<file path="src/rtl/iir_df_i_tdm.sv">
// iir_df_i_tdm: time-multiplexed direct-form-I IIR filter sharing one MAC across channels
module iir_df_i_tdm #(
  parameter int N = 2,
  parameter int CHANNELS = 4,
  parameter int X_WIDTH = 12,
  parameter int Y_WIDTH = 12,
  parameter int COEFF_WIDTH = 16,
  parameter int Q = 14,
  parameter int ACC_WIDTH = 40,
  localparam int CH_W = CHANNELS > 1 ? $clog2(CHANNELS) : 1
) (
  input  logic                         clk,
  input  logic                         rst_n,
  input  logic                         in_valid,
  output logic                         in_ready,
  input  logic [CH_W-1:0]              in_ch,
  input  logic signed [X_WIDTH-1:0]    x,
  input  logic [COEFF_WIDTH*(N+1)-1:0] packed_b_coeffs,
  input  logic [COEFF_WIDTH*N-1:0]     packed_a_coeffs,
  input  logic                         clear_state,
  output logic                         out_valid,
  input  logic                         out_ready,
  output logic [CH_W-1:0]              out_ch,
  output logic signed [Y_WIDTH-1:0]    y,
  output logic                         sat
);
  localparam int KW = $clog2(2*N+1);
  localparam int DW = X_WIDTH > Y_WIDTH ? X_WIDTH : Y_WIDTH;
  localparam int PW = DW + COEFF_WIDTH;
  localparam int XHW = N * X_WIDTH;
  localparam int YHW = N * Y_WIDTH;
  localparam logic signed [ACC_WIDTH-1:0] HALF = ACC_WIDTH'(1) <<< (Q - 1);
  localparam logic signed [ACC_WIDTH-1:0] YMAX = (ACC_WIDTH'(1) <<< (Y_WIDTH - 1)) - 1;
  localparam logic signed [ACC_WIDTH-1:0] YMIN = -YMAX - 1;
  typedef enum logic [1:0] {IDLE, MAC, ROUND, OUT} state_t;
  state_t state_q, state_d;
  logic [KW-1:0] k_q;
  logic [CH_W-1:0] ch_q, out_ch_q;
  logic signed [X_WIDTH-1:0] x_q;
  logic [COEFF_WIDTH*(N+1)-1:0] b_q;
  logic [COEFF_WIDTH*N-1:0] a_q;
  logic signed [ACC_WIDTH-1:0] acc_q, acc_d, rnd;
  logic [XHW-1:0] xh_q [CHANNELS];
  logic [YHW-1:0] yh_q [CHANNELS];
  logic [XHW-1:0] xs;
  logic [YHW-1:0] ys;
  logic signed [Y_WIDTH-1:0] y_q, y_sat;
  logic sat_q, sat_d, sub, accept;
  logic signed [DW-1:0] op;
  logic signed [COEFF_WIDTH-1:0] coef;
  logic signed [PW-1:0] prod;
  assign accept = in_valid && in_ready;
  assign y = y_q;
  assign sat = sat_q;
  assign out_ch = out_ch_q;
  // state register
  always_ff @(posedge clk) state_q <= !rst_n ? IDLE : state_d;
  // next state: out-of-range channels are accepted and silently dropped
  always_comb begin
    state_d = state_q;
    case (state_q)
      IDLE:    state_d = accept && int'(in_ch) < CHANNELS ? MAC : IDLE;
      MAC:     state_d = k_q == KW'(2*N) ? ROUND : MAC;
      ROUND:   state_d = OUT;
      OUT:     state_d = out_ready ? IDLE : OUT;
      default: state_d = IDLE;
    endcase
  end
  // handshake outputs
  always_comb begin
    in_ready = rst_n && state_q == IDLE && !clear_state;
    out_valid = state_q == OUT;
  end
  // term k: 0 is b0*x, 1..N are b*x history, N+1..2N are a*y history (subtracted)
  always_comb begin
    xs = xh_q[ch_q];
    ys = yh_q[ch_q];
    op = DW'(x_q);
    coef = $signed(b_q[COEFF_WIDTH-1:0]);
    sub = 1'b0;
    for (int j = 0; j < N; j++) begin
      if (k_q == KW'(j + 1)) begin
        op = DW'($signed(xs[X_WIDTH*j +: X_WIDTH]));
        coef = $signed(b_q[COEFF_WIDTH*(j+1) +: COEFF_WIDTH]);
      end
      if (k_q == KW'(N + 1 + j)) begin
        op = DW'($signed(ys[Y_WIDTH*j +: Y_WIDTH]));
        coef = $signed(a_q[COEFF_WIDTH*j +: COEFF_WIDTH]);
        sub = 1'b1;
      end
    end
    prod = PW'(op) * PW'(coef);
    acc_d = sub ? acc_q - ACC_WIDTH'(prod) : acc_q + ACC_WIDTH'(prod);
  end
  // round half up, then clamp to the output range
  always_comb begin
    rnd = (acc_q + HALF) >>> Q;
    sat_d = rnd > YMAX || rnd < YMIN;
    y_sat = rnd > YMAX ? YMAX[Y_WIDTH-1:0] : rnd < YMIN ? YMIN[Y_WIDTH-1:0] : rnd[Y_WIDTH-1:0];
  end
  // latch the accepted sample, run the MAC, capture the rounded result
  always_ff @(posedge clk) begin
    if (!rst_n) begin
      k_q <= '0;
      ch_q <= '0;
      x_q <= '0;
      b_q <= '0;
      a_q <= '0;
      acc_q <= '0;
      y_q <= '0;
      out_ch_q <= '0;
      sat_q <= 1'b0;
    end else begin
      if (accept) begin
        k_q <= '0;
        ch_q <= in_ch;
        x_q <= x;
        b_q <= packed_b_coeffs;
        a_q <= packed_a_coeffs;
        acc_q <= '0;
      end
      if (state_q == MAC) begin
        k_q <= k_q + 1'b1;
        acc_q <= acc_d;
      end
      if (state_q == ROUND) begin
        y_q <= y_sat;
        sat_q <= sat_d;
        out_ch_q <= ch_q;
      end
    end
  end
  for (genvar c = 0; c < CHANNELS; c++) begin : g_hist
    // shift the committed x and saturated y into this channel's history, or wipe it
    always_ff @(posedge clk)
      if (!rst_n || (state_q == IDLE && clear_state)) begin
        xh_q[c] <= '0;
        yh_q[c] <= '0;
      end else if (state_q == ROUND && ch_q == CH_W'(c)) begin
        xh_q[c] <= XHW'({xh_q[c], x_q});
        yh_q[c] <= YHW'({yh_q[c], y_sat});
      end
  end
endmodule

</file>
<file path="config.mk">
export PLATFORM = sky130hd
export DESIGN_NAME = iir_df_i_tdm
export DESIGN_NICKNAME = d
export VERILOG_FILES = /design/src/rtl/iir_df_i_tdm.sv
export SDC_FILE = /design/constraint.sdc
export NUM_CORES = 1
export LEC_CHECK = 0
export CAP_MARGIN = 20
export CELL_PAD_IN_SITES_DETAIL_PLACEMENT = 0
export CELL_PAD_IN_SITES_GLOBAL_PLACEMENT = 2
export CORE_MARGIN = 3
export CORE_UTILIZATION = 30
export DETAILED_ROUTE_END_ITERATION = 12
export PLACE_DENSITY = 0.65
export SLEW_MARGIN = 20
export SYNTH_ARGS = -nofsm -noshare
export SYNTH_HDL_FRONTEND = slang
export SYNTH_SLANG_ARGS = --single-unit
</file>
<file path="constraint.sdc">
create_clock -name clk -period 11.4 [get_ports clk]
set_clock_uncertainty 0.05 [all_clocks]
set_input_delay 2.85 -clock clk [delete_from_list [all_inputs] [get_ports clk]]
set_output_delay 2.85 -clock clk [all_outputs]
set_load 0.01 [all_outputs]
</file>
==> out/results.ini, run 1 <==
[sta]
worst-slew-pin-transition_ns=1.03
setup-violations-final=0
hold_ws_ns=0.405
final-max-slew-violation-count=0
setup_total_negative_slack_ns=0
finalHoldViolations=0
max_freq_mhz=93.8
rsz0062_at_grt=no
finalWorstSetupSlack_ns=0.734
layout_min_cycle_time_ns=10.67
min_period_over_period_pct=93.6
max-slew-margin-rel_pct=31.1

[clock_network]
clk_pin_slew_worst_paths_ns=0.06
cts_buffer_depth=3
cts_buffers=44
post-cts-setup-buffers=0
cts_tree=yes
cts_num_sinks=348
cts-htree-levels=2
clockRootBuffer=sky130_fd_sc_hd__clkbuf_16
clock_latency_ns=0.59

[die]
row_count=105
fp.dieH_um=296
die-width_um=296
start_util_pct=30.5
placeableCoreArea_mm2=0.0826
total_die_area_mm2=0.0875
ioPinCount=116

[power_and_ir_drop]
static-leakage-power_nw=11.8
vdd_ir_drop_max_uv=112
power_per_cell_area_mw_per_mm2=131
fin_total_pwr_mw=3.81

[global_route]
grtUsageTotal_pct=17.3
number_of_antenna_violations_at_the_first_check_in_global_routing=3
global_route.peak_usage_layer=met2
grt-ovfl-total=0
globalRouteMet1Util_pct=23.9
gr-usage-met2_pct=28.8
grt_max_degree=96
first_global_vias=20100
grt_first_pass_wirelength_mm=118
gr_met3_demand_resource_pct=2.81

[outcome]
outcome=finished clean

[min_path]
min_delay_path_depth=2
hp-class=reg -> reg

[finish]
area_delta_synth_final_pct=15.8
finalCoreUtilization_pct=35.3
fillerInstances=8420
post_route_cells_drive_above_1_share_pct=8.54
layout.nets=3158

[placement]
place_hpwl_mm=53.4
dpl_worst_slack_ns=0.594
buffer_ports.inserted=115
gp_congestion=0.812

[worst_setup_path]
crit_path_end_kind=flop
reg2regPathDepth=40
crit_type=reg -> reg
worst-path-max-fanout=23
max_stage_delay_ns=0.55
cpMaxStageDelayCell=sky130_fd_sc_hd__fa_1
crit_required_ns=11.80
critPathMostFrequentCell=sky130_fd_sc_hd__fa_1
type_of_element_launching_the_critical_path=flop
cp_data_arrival_time_ns=11.06

[detailed_routing]
avgViaCountPerCell=4.92
drtAntennaViolNets=0
detail_route.iter0.violations=1116
route.final.wire_length_mm=74.9
routed-via-count=19100
drt-pass1-iter-count=5
drt-wirelength-per-cell_um=19.3
drt_drc_violations_left=0

[logic_synthesis]
synth-async-reset-ratio_pct=0
post_synth_xor_area_fraction_pct=3.70
synth.cells.most_frequent=sky130_fd_sc_hd__nand2_1 (449), sky130_fd_sc_hd__a21oi_1 (270), sky130_fd_sc_hd__inv_1 (255)
synthCells=2700
synth_sequential_area_ratio_pct=35.3
yosys-mux-area-fraction_pct=5.26
syn_nets=3083
synth.largest_area_cell=sky130_fd_sc_hd__edfxtp_1
avgSynthCellArea_um2=9.33
netlist_top_cells_area=sky130_fd_sc_hd__edfxtp_1 (23%), sky130_fd_sc_hd__fa_1 (14%), sky130_fd_sc_hd__dfxtp_1 (12%)
post_synth_instance_area_mm2=0.0252
ys_dominant_reg_cell=sky130_fd_sc_hd__edfxtp_1
synth-simple-area-share_pct=18.5
compound_gate_fraction_of_synth_area_pct=11.6
synth_enable_flop_cells=192
synth_top_family_by_area=adder cells
synthDistinctLibCells=82
yosysWarningCount=0
ys_ff_latch=348
most_repeated_cell_in_the_gate_level_netlist_after_synthesis=sky130_fd_sc_hd__nand2_1
synthAdderAreaFrac_pct=19.4
post-synth-top-area-fraction_pct=22.9

[run]
cap_violations=0

kinds of logic (layout without fill, tap and decap cells):
family | after synthesis | count (layout)
xor gates and xnor gates | 102 | 102
and+or+nand+nor | 996 | 996
muxes | 69 | 69
buffers and inverters | 407 | 518
other | 0 | 1
adders and majority gates | 284 | 284
AOI/OAI and AO/OA | 494 | 494
DFF | 348 | 348
per-layer routing:
layer / up-vias / wire [um] / part of all wire, %
li1: 9142 / - / -
met1: 9487 / 35100 / 47
met2: 352 / 35000 / 47
met3: 95 / 3440 / 4.6
met4: 6 / 1300 / 1.7
met5: - / 35 / 0.047
power breakdown:
group / switching [mW] / leakage (nW) / internal (mW) / total, mW
clock network: 0.577 / 0.668 / 0.777 / 1.35
registers: 0.0479 / 3.39 / 1.38 / 1.43
logic: 0.630 / 7.75 / 0.398 / 1.03
total: 1.25 / 11.8 / 2.56 / 3.81
registers in the layout, summed over array words and instances (netlist names), named ones only:
register	cells
y	12
sat	1
xh_q	96
yh_q	96
x_q	12
k_q	3
a_q	32
out_ch	2
b_q	48
state_q	2
acc_q	40
ch_q	2
per-stage QoR:
| step | instances | cell area (um2) |
|---|---|---|
| after floorplan | 2700 | 25200 |
| after global placement | 3798 | 27700 |
| after detailed placement | 3798 | 27700 |
| after CTS | 3880 | 29100 |
| after global routing | 3881 | 29200 |
| final | 3882 | 29200 |
layout make-up:
class                           count  area [um2]  area share, %
Clock buffer                       60        1180           4.05
Timing Repair Buffer              180        1720           5.89
Multi-Input combinational cell   1945       14900           51.0
Antenna cell                        1        2.50        0.00858
Clock inverter                     22         204          0.699
Tap cell                         1070        1340           4.59
Sequential cell                   348        8890           30.5
Inverter                          256         966           3.31
path summary, 6_finish.rpt:
check               start  slack, ns         to
setup / recovery   k_q[1]       0.73  acc_q[38]
hold / removal    b_q[30]       0.41    b_q[30]
setup reg to reg   k_q[1]       0.73  acc_q[38]
hold reg to reg   b_q[30]       0.41    b_q[30]
cells in the final DEF, fill, tap and decap left out, drive strengths merged, types with 48 or more instances in the layout:
cell type      Yosys  final
buf               23     65
clkbuf           128     60
mux4              48     48
nor2             183    183
dfxtp            156    156
a21oi            270    270
ha               105    105
o21ai             89     89
edfxtp           192    192
fa               179    179
xnor2             57     57
inv              256    258
and2             175    175
nand2            450    450
clkdlybuf4s50      0    115
repair_timing:
item | CTS | global route
resized for setup | 0 | 5
hold buffers | 0 | 0
setup endpoints to repair | 0 | 2
worst max-delay path: cells and delay by family, from the launching register on:
| family | cells | cell delay [ns] |
|---|---|---|
| AO/OA/AOI/OAI | 14 | 3.48 |
| XOR/XNOR | 2 | 0.38 |
| buffers and inverters | 6 | 0.84 |
| multiplexers | 1 | 0.16 |
| AND/OR/NAND/NOR | 9 | 1.81 |
| flip-flops | 1 | 0.34 |
| adder cells (fa/ha/maj) | 8 | 3.46 |
No activity file was read; power rests on OpenSTA's default activity.
==> inputs of run 2 (changes only) <==
--- a/config.mk
+++ b/config.mk
@@ -12,6 +12,7 @@
 export CORE_UTILIZATION = 30
 export DETAILED_ROUTE_END_ITERATION = 12
 export PLACE_DENSITY = 0.65
+export REMOVE_ABC_BUFFERS = 1
 export SLEW_MARGIN = 20
 export SYNTH_ARGS = -nofsm -noshare
 export SYNTH_HDL_FRONTEND = slang
==> out/results.ini, run 2 (synthesis gave the netlist of run 1 again) <==
[global_route]
gr-usage-met2_pct=27.7  ; was 28.8%
number_of_antenna_violations_at_the_first_check_in_global_routing=1  ; was 3
gr_met3_demand_resource_pct=2.20  ; was 2.81%
grt-ovfl-total=0  ; unchanged
global_route.peak_usage_layer=met2  ; unchanged
grtUsageTotal_pct=17.2  ; was 17.3%
globalRouteMet1Util_pct=24.6  ; was 23.9%
grt_first_pass_wirelength_mm=117  ; was 118 mm
grt_max_degree=83  ; was 96
first_global_vias=19900  ; was 20.1k

[placement]
place_hpwl_mm=53.1  ; was 53.4 mm
placedCellCount=3794  ; was 3798
place_area_mm2=0.0277  ; about the same
gp_congestion=0.824  ; was 0.812
buffer_ports.inserted=115  ; unchanged

[die]
ioPinCount=116  ; unchanged
total_die_area_mm2=0.0875  ; unchanged
placeableCoreArea_mm2=0.0826  ; unchanged
die-width_um=296  ; unchanged
start_util_pct=30.5  ; unchanged
fp.dieH_um=296  ; unchanged
row_count=105  ; unchanged

[sta]
max-slew-margin-rel_pct=29.4  ; was 31.1%
worst-slew-pin-transition_ns=1.06  ; was 1.03 ns
min_period_over_period_pct=92.3  ; was 93.6%
finalHoldViolations=0  ; unchanged
rsz0062_at_grt=no  ; unchanged
layout_min_cycle_time_ns=10.53  ; was 10.67 ns
max_freq_mhz=95.0  ; was 93.8 MHz
final-max-slew-violation-count=0  ; unchanged
setup-violations-final=0  ; unchanged

[clock_network]
cts_buffers=43  ; was 44
clk_pin_slew_worst_paths_ns=0.06  ; about the same
clockRootBuffer=sky130_fd_sc_hd__clkbuf_16  ; unchanged
clock_latency_ns=0.58  ; was 0.59 ns
ctsHoldBuffers=0  ; unchanged
cts_buffer_depth=3  ; unchanged
cts_tree=yes  ; unchanged
cts_num_sinks=348  ; unchanged
cts-htree-levels=2  ; unchanged

[finish]
final_common_cell=sky130_fd_sc_hd__nand2_1  ; unchanged
largest_registers=xh_q: 96 flops, yh_q: 96 flops, b_q: 48 flops  ; unchanged
finalCoreUtilization_pct=35.4  ; was 35.3%
most-common-layout-cells=sky130_fd_sc_hd__nand2_1 (447), sky130_fd_sc_hd__a21oi_1 (268), sky130_fd_sc_hd__inv_1 (254), sky130_fd_sc_hd__edfxtp_1 (192), sky130_fd_sc_hd__nor2_1 (182)  ; was sky130_fd_sc_hd__nand2_1 (448), sky130_fd_sc_hd__a21oi_1 (268), sky130_fd_sc_hd__inv_1 (254), sky130_fd_sc_hd__edfxtp_1 (192), sky130_fd_sc_hd__nor2_1 (182)
postLayoutCellArea_mm2=0.0292  ; about the same
post_route_cells_drive_above_1_share_pct=8.63  ; was 8.54%
n_antenna_cell=0  ; was 1
layout.nets=3152  ; was 3158
fillerInstances=8365  ; was 8420
area_delta_synth_final_pct=16.1  ; was 15.8%
finish.cell_count_without_fillers=3873  ; was 3882

[worst_setup_path]
crit_type=reg -> reg  ; unchanged
type_of_element_launching_the_critical_path=flop  ; unchanged
cp_data_arrival_time_ns=10.96  ; was 11.06 ns
crit_required_ns=11.83  ; was 11.80 ns
max_stage_delay_ns=0.55  ; about the same
worst-path-max-fanout=30  ; was 23
crit_path_end_kind=flop  ; unchanged
critPathMostFrequentCell=sky130_fd_sc_hd__fa_1  ; unchanged
cpMaxStageDelayCell=sky130_fd_sc_hd__mux4_2  ; was sky130_fd_sc_hd__fa_1

[power_and_ir_drop]
static-leakage-power_nw=11.8  ; about the same
vdd_ir_drop_max_uv=100  ; was 112 uV
power_per_cell_area_mw_per_mm2=133  ; was 131 mW/mm2

[detailed_routing]
routed-via-count=19000  ; was 19.1k
drt-pass1-iter-count=5  ; unchanged
drtAntennaViolNets=0  ; unchanged
detail_route.iter0.violations=1094  ; was 1116
avgViaCountPerCell=4.91  ; was 4.92
drt_drc_violations_left=0  ; unchanged
route.final.wire_length_mm=74.1  ; was 74.9 mm
drt-wirelength-per-cell_um=19.1  ; was 19.3 um

[outcome]
outcome=finished clean  ; unchanged

[min_path]
hp-class=reg -> reg  ; unchanged

[run]
cap_violations=0  ; unchanged

## run 2: worst paths after layout
kind                 from   endpoint  slack [ns]  cells after the start
setup / recovery     flop  acc_q[39]        0.87                     37
hold / removal    a_q[19]    a_q[19]        0.40                      2
setup reg to reg     flop  acc_q[39]        0.87                     37
hold reg to reg   a_q[19]    a_q[19]        0.40                      2
## run 2: metrics by stage
stage | hold WS (ns) | setup TNS [ns] | power [mW] | setup slack, ns
floorplan | 0.381 | -0.991 | 2.13 | -0.340
global placement | 0.392 | 0 | 2.48 | 0.712
detailed placement | 0.397 | 0 | 2.48 | 0.745
CTS | 0.405 | 0 | 3.96 | 0.651
global route | 0.423 | 0 | 4.11 | 0.00618
finish | 0.401 | 0 | 3.90 | 0.874
## run 2: timing repair
item | 4_1_cts | 5_1_grt
setup endpoints to repair | 0 | 2
setup buffers | 0 | 0
resized for setup | 0 | 9
## run 2: area by class of cell
type / instances / area, um2 / area share [%]
Clock inverter: 18 / 272 / 0.928
Inverter: 256 / 966 / 3.30
Multi-Input combinational cell: 1945 / 14900 / 50.9
Tap cell: 1070 / 1340 / 4.58
Timing Repair Buffer: 175 / 1670 / 5.70
Clock buffer: 61 / 1240 / 4.23
Sequential cell: 348 / 8890 / 30.4
## run 2: worst max-delay path: cells and delay by family, from the launching register on
kind            cells  cell delay, ns
compound gates     13            3.00
flops               1            0.52
fa+ha+maj           7            3.34
buf+inv             4            0.71
mux                 2            0.91
xor+xnor            2            0.34
simple gates        9            1.52
## run 2: layer usage
metal / share of wire [%] / wire length, um
met1: 48 / 35600
met5: 0 / 0
met3: 4.7 / 3470
met4: 2.0 / 1520
met2: 45 / 33500
## run 2: where the power goes
| part | internal, mW | total [mW] | switching [mW] | leakage [nW] |
|---|---|---|---|---|
| clock network | 0.879 | 1.45 | 0.571 | 0.732 |
| logic | 0.396 | 1.02 | 0.625 | 7.71 |
| registers | 1.38 | 1.43 | 0.0469 | 3.39 |
==> inputs of run 3 (changes only) <==
--- a/config.mk
+++ b/config.mk
@@ -8,7 +8,7 @@
 export CAP_MARGIN = 20
 export CELL_PAD_IN_SITES_DETAIL_PLACEMENT = 0
 export CELL_PAD_IN_SITES_GLOBAL_PLACEMENT = 2
-export CORE_MARGIN = 3
+export CORE_MARGIN = 2
 export CORE_UTILIZATION = 30
 export DETAILED_ROUTE_END_ITERATION = 12
 export PLACE_DENSITY = 0.65
==> out/results.ini, run 3 (synthesis gave the netlist of run 1 again) <==
[worst_setup_path]
crit_family=compound AO/OA/AOI/OAI gates  ; was adder cells
crit_path_end_kind=flop  ; unchanged
worst-path-max-fanout=17  ; was 30
worst-path-stages=42  ; was 37
cp_data_arrival_time_ns=11.09  ; was 10.96 ns
crit_required_ns=11.80  ; was 11.83 ns
max_stage_delay_ns=0.59  ; was 0.55 ns
reg2regPathDepth=42  ; was 37
type_of_element_launching_the_critical_path=flop  ; unchanged
timing.rr.start=k_q[2]
cpMaxStageDelayCell=sky130_fd_sc_hd__dfxtp_1  ; was sky130_fd_sc_hd__mux4_2
crit_type=reg -> reg  ; unchanged
critical_path.startpoint=k_q[2]
path_buf_inv=8  ; was 4

[clock_network]
cts_buffer_depth=3  ; unchanged
ctsHoldBuffers=0  ; unchanged
cts_buffers=42  ; was 43
clk_pin_slew_worst_paths_ns=0.06  ; about the same
cts_tree=yes  ; unchanged
clock_latency_ns=0.60  ; was 0.58 ns
cts_num_sinks=348  ; unchanged
clockRootBuffer=sky130_fd_sc_hd__clkbuf_16  ; unchanged
cts-htree-levels=2  ; unchanged

[die]
start_util_pct=30.2  ; was 30.5%
total_die_area_mm2=0.0863  ; was 0.0875 mm2
fp.dieH_um=294  ; was 296 um
row_count=106  ; was 105
placeableCoreArea_mm2=0.0834  ; was 0.0826 mm2
ioPinCount=116  ; unchanged
die-width_um=294  ; was 296 um

[placement]
buffer_ports.inserted=115  ; unchanged
gp_congestion=0.800  ; was 0.824
place_hpwl_mm=52.2  ; was 53.1 mm

[global_route]
first_global_vias=19800  ; was 19.9k
grtUsageTotal_pct=17.1  ; was 17.2%
number_of_antenna_violations_at_the_first_check_in_global_routing=0  ; was 1
grt-ovfl-total=0  ; unchanged
grt_max_degree=87  ; was 83
grt_first_pass_wirelength_mm=116  ; was 117 mm

[finish]
largest_registers=xh_q: 96 flops, yh_q: 96 flops, b_q: 48 flops  ; unchanged
most-common-layout-cells=sky130_fd_sc_hd__nand2_1 (447), sky130_fd_sc_hd__a21oi_1 (269), sky130_fd_sc_hd__inv_1 (254), sky130_fd_sc_hd__edfxtp_1 (192), sky130_fd_sc_hd__nor2_1 (182)  ; was sky130_fd_sc_hd__nand2_1 (447), sky130_fd_sc_hd__a21oi_1 (268), sky130_fd_sc_hd__inv_1 (254), sky130_fd_sc_hd__edfxtp_1 (192), sky130_fd_sc_hd__nor2_1 (182)
area_delta_synth_final_pct=16.6  ; was 16.1%
layout.nets=3165  ; was 3152
finalCoreUtilization_pct=35.2  ; was 35.4%
final_common_cell=sky130_fd_sc_hd__nand2_1  ; unchanged
n_antenna_cell=0  ; unchanged
post_route_cells_drive_above_1_share_pct=9.17  ; was 8.63%

[min_path]
hold_path_startpoint=a_q[17]  ; was a_q[19]
hp-class=reg -> reg  ; unchanged
min_delay_path_depth=2  ; unchanged

[detailed_routing]
drt-pass1-iter-count=5  ; unchanged
route.final.wire_length_mm=72.9  ; was 74.1 mm
drt_drc_violations_left=0  ; unchanged
drtAntennaViolNets=0  ; unchanged
drt-wirelength-per-cell_um=18.7  ; was 19.1 um
detail_route.iter0.violations=1111  ; was 1094
avgViaCountPerCell=4.89  ; was 4.91
routed-via-count=19100  ; was 19.0k

[sta]
layout_min_cycle_time_ns=10.69  ; was 10.53 ns
hold_ws_ns=0.400  ; was 0.401 ns
min_period_over_period_pct=93.8  ; was 92.3%
max_freq_mhz=93.5  ; was 95.0 MHz
finalHoldViolations=0  ; unchanged
setup_total_negative_slack_ns=0  ; unchanged
rsz0062_at_grt=no  ; unchanged
final-max-slew-violation-count=0  ; unchanged
worst-slew-pin-transition_ns=1.05  ; was 1.06 ns
max-slew-margin-rel_pct=30.2  ; was 29.4%
setup-violations-final=0  ; unchanged

[power_and_ir_drop]
sequential_power_share_pct=36.3  ; was 36.7%
power_report.internal_total_mw=2.69  ; was 2.66 mW
combinationalPowerShare_pct=25.9  ; was 26.2%
fin_total_pwr_mw=3.94  ; was 3.90 mW
vdd_ir_drop_max_uv=91.7  ; was 100 uV
net-switching-power_mw=1.24  ; about the same
static-leakage-power_nw=11.9  ; was 11.8 nW
power.share.clock_pct=37.8  ; was 37.2%
power_per_cell_area_mw_per_mm2=134  ; was 133 mW/mm2
switching_share_pct=31.6  ; was 31.8%

[run]
cap_violations=0  ; unchanged

[outcome]
outcome=finished clean  ; unchanged

==> run 3: changes by cell type in the layout (fill, tap and decap cells not counted), sizes merged <==
cell	delta
inv	-2
clkinv	+1
clkbuf	-4
clkinvlp	+1
bufinv	+2
buf	+14
==> run 3: worst register-to-register path: cells and delay by family, from the launching register on <==
kind | cells | cell delay, ns
AO/OA/AOI/OAI | 16 | 3.84
XOR/XNOR | 2 | 0.37
adder cells (fa/ha/maj) | 7 | 2.99
buffers and inverters | 8 | 1.03
flip-flops | 1 | 0.59
multiplexers | 1 | 0.38
AND/OR/NAND/NOR | 8 | 1.30
==> run 3: stage by stage <==
step | instances | instance area, um2 | worst slack, ns
after detailed placement | 3808 | 27700 | 0.712
after global placement | 3808 | 27700 | 0.684
final | 3895 | 29400 | 0.709
after CTS | 3885 | 29300 | 0.618
after floorplan | 2549 | 24600 | -0.340
after global routing | 3895 | 29400 | 0.0258
==> run 3: final timing paths <==
path | slack (ns) | endpoint
max | 0.71 | acc_q[38]
max reg2reg | 0.71 | acc_q[38]
min reg2reg | 0.40 | a_q[17]
min | 0.40 | a_q[17]
==> run 3: metal layers <==
| metal | vias up | track usage [%] | part of all wire (%) |
|---|---|---|---|
| li1 | 9159 | - | - |
| met4 | 0 | 3.65 | 1.7 |
| met5 | - | 0 | 0 |
| met3 | 85 | 2.32 | 4.2 |
| met1 | 9418 | 24.7 | 49 |
| met2 | 390 | 27.2 | 45 |
==> run 3: power groups by stage <==
stage | sequential (mW) | combinational, mW | clock [mW]
after floorplan | 1.44 | 0.689 | 0
after global placement | 1.45 | 1.02 | 0
after detailed placement | 1.46 | 1.02 | 0
after CTS | 1.43 | 1.03 | 1.53
after global routing | 1.44 | 1.14 | 1.58
final | 1.43 | 1.02 | 1.49
==> run 3: layout make-up <==
type	count	area, um2
tap	1080	1350
sequential	348	8890
fill	8455	54100
clock inverter	20	339
timing repair buffer	189	1740
multi-input combinational	1945	14900
inverter	256	966
clock buffer	57	1210
==> run 3: timing repair <==
action	CTS	global route
gates resized for setup	0	4
endpoints found under the setup margin	0	3
buffers inserted	0	10
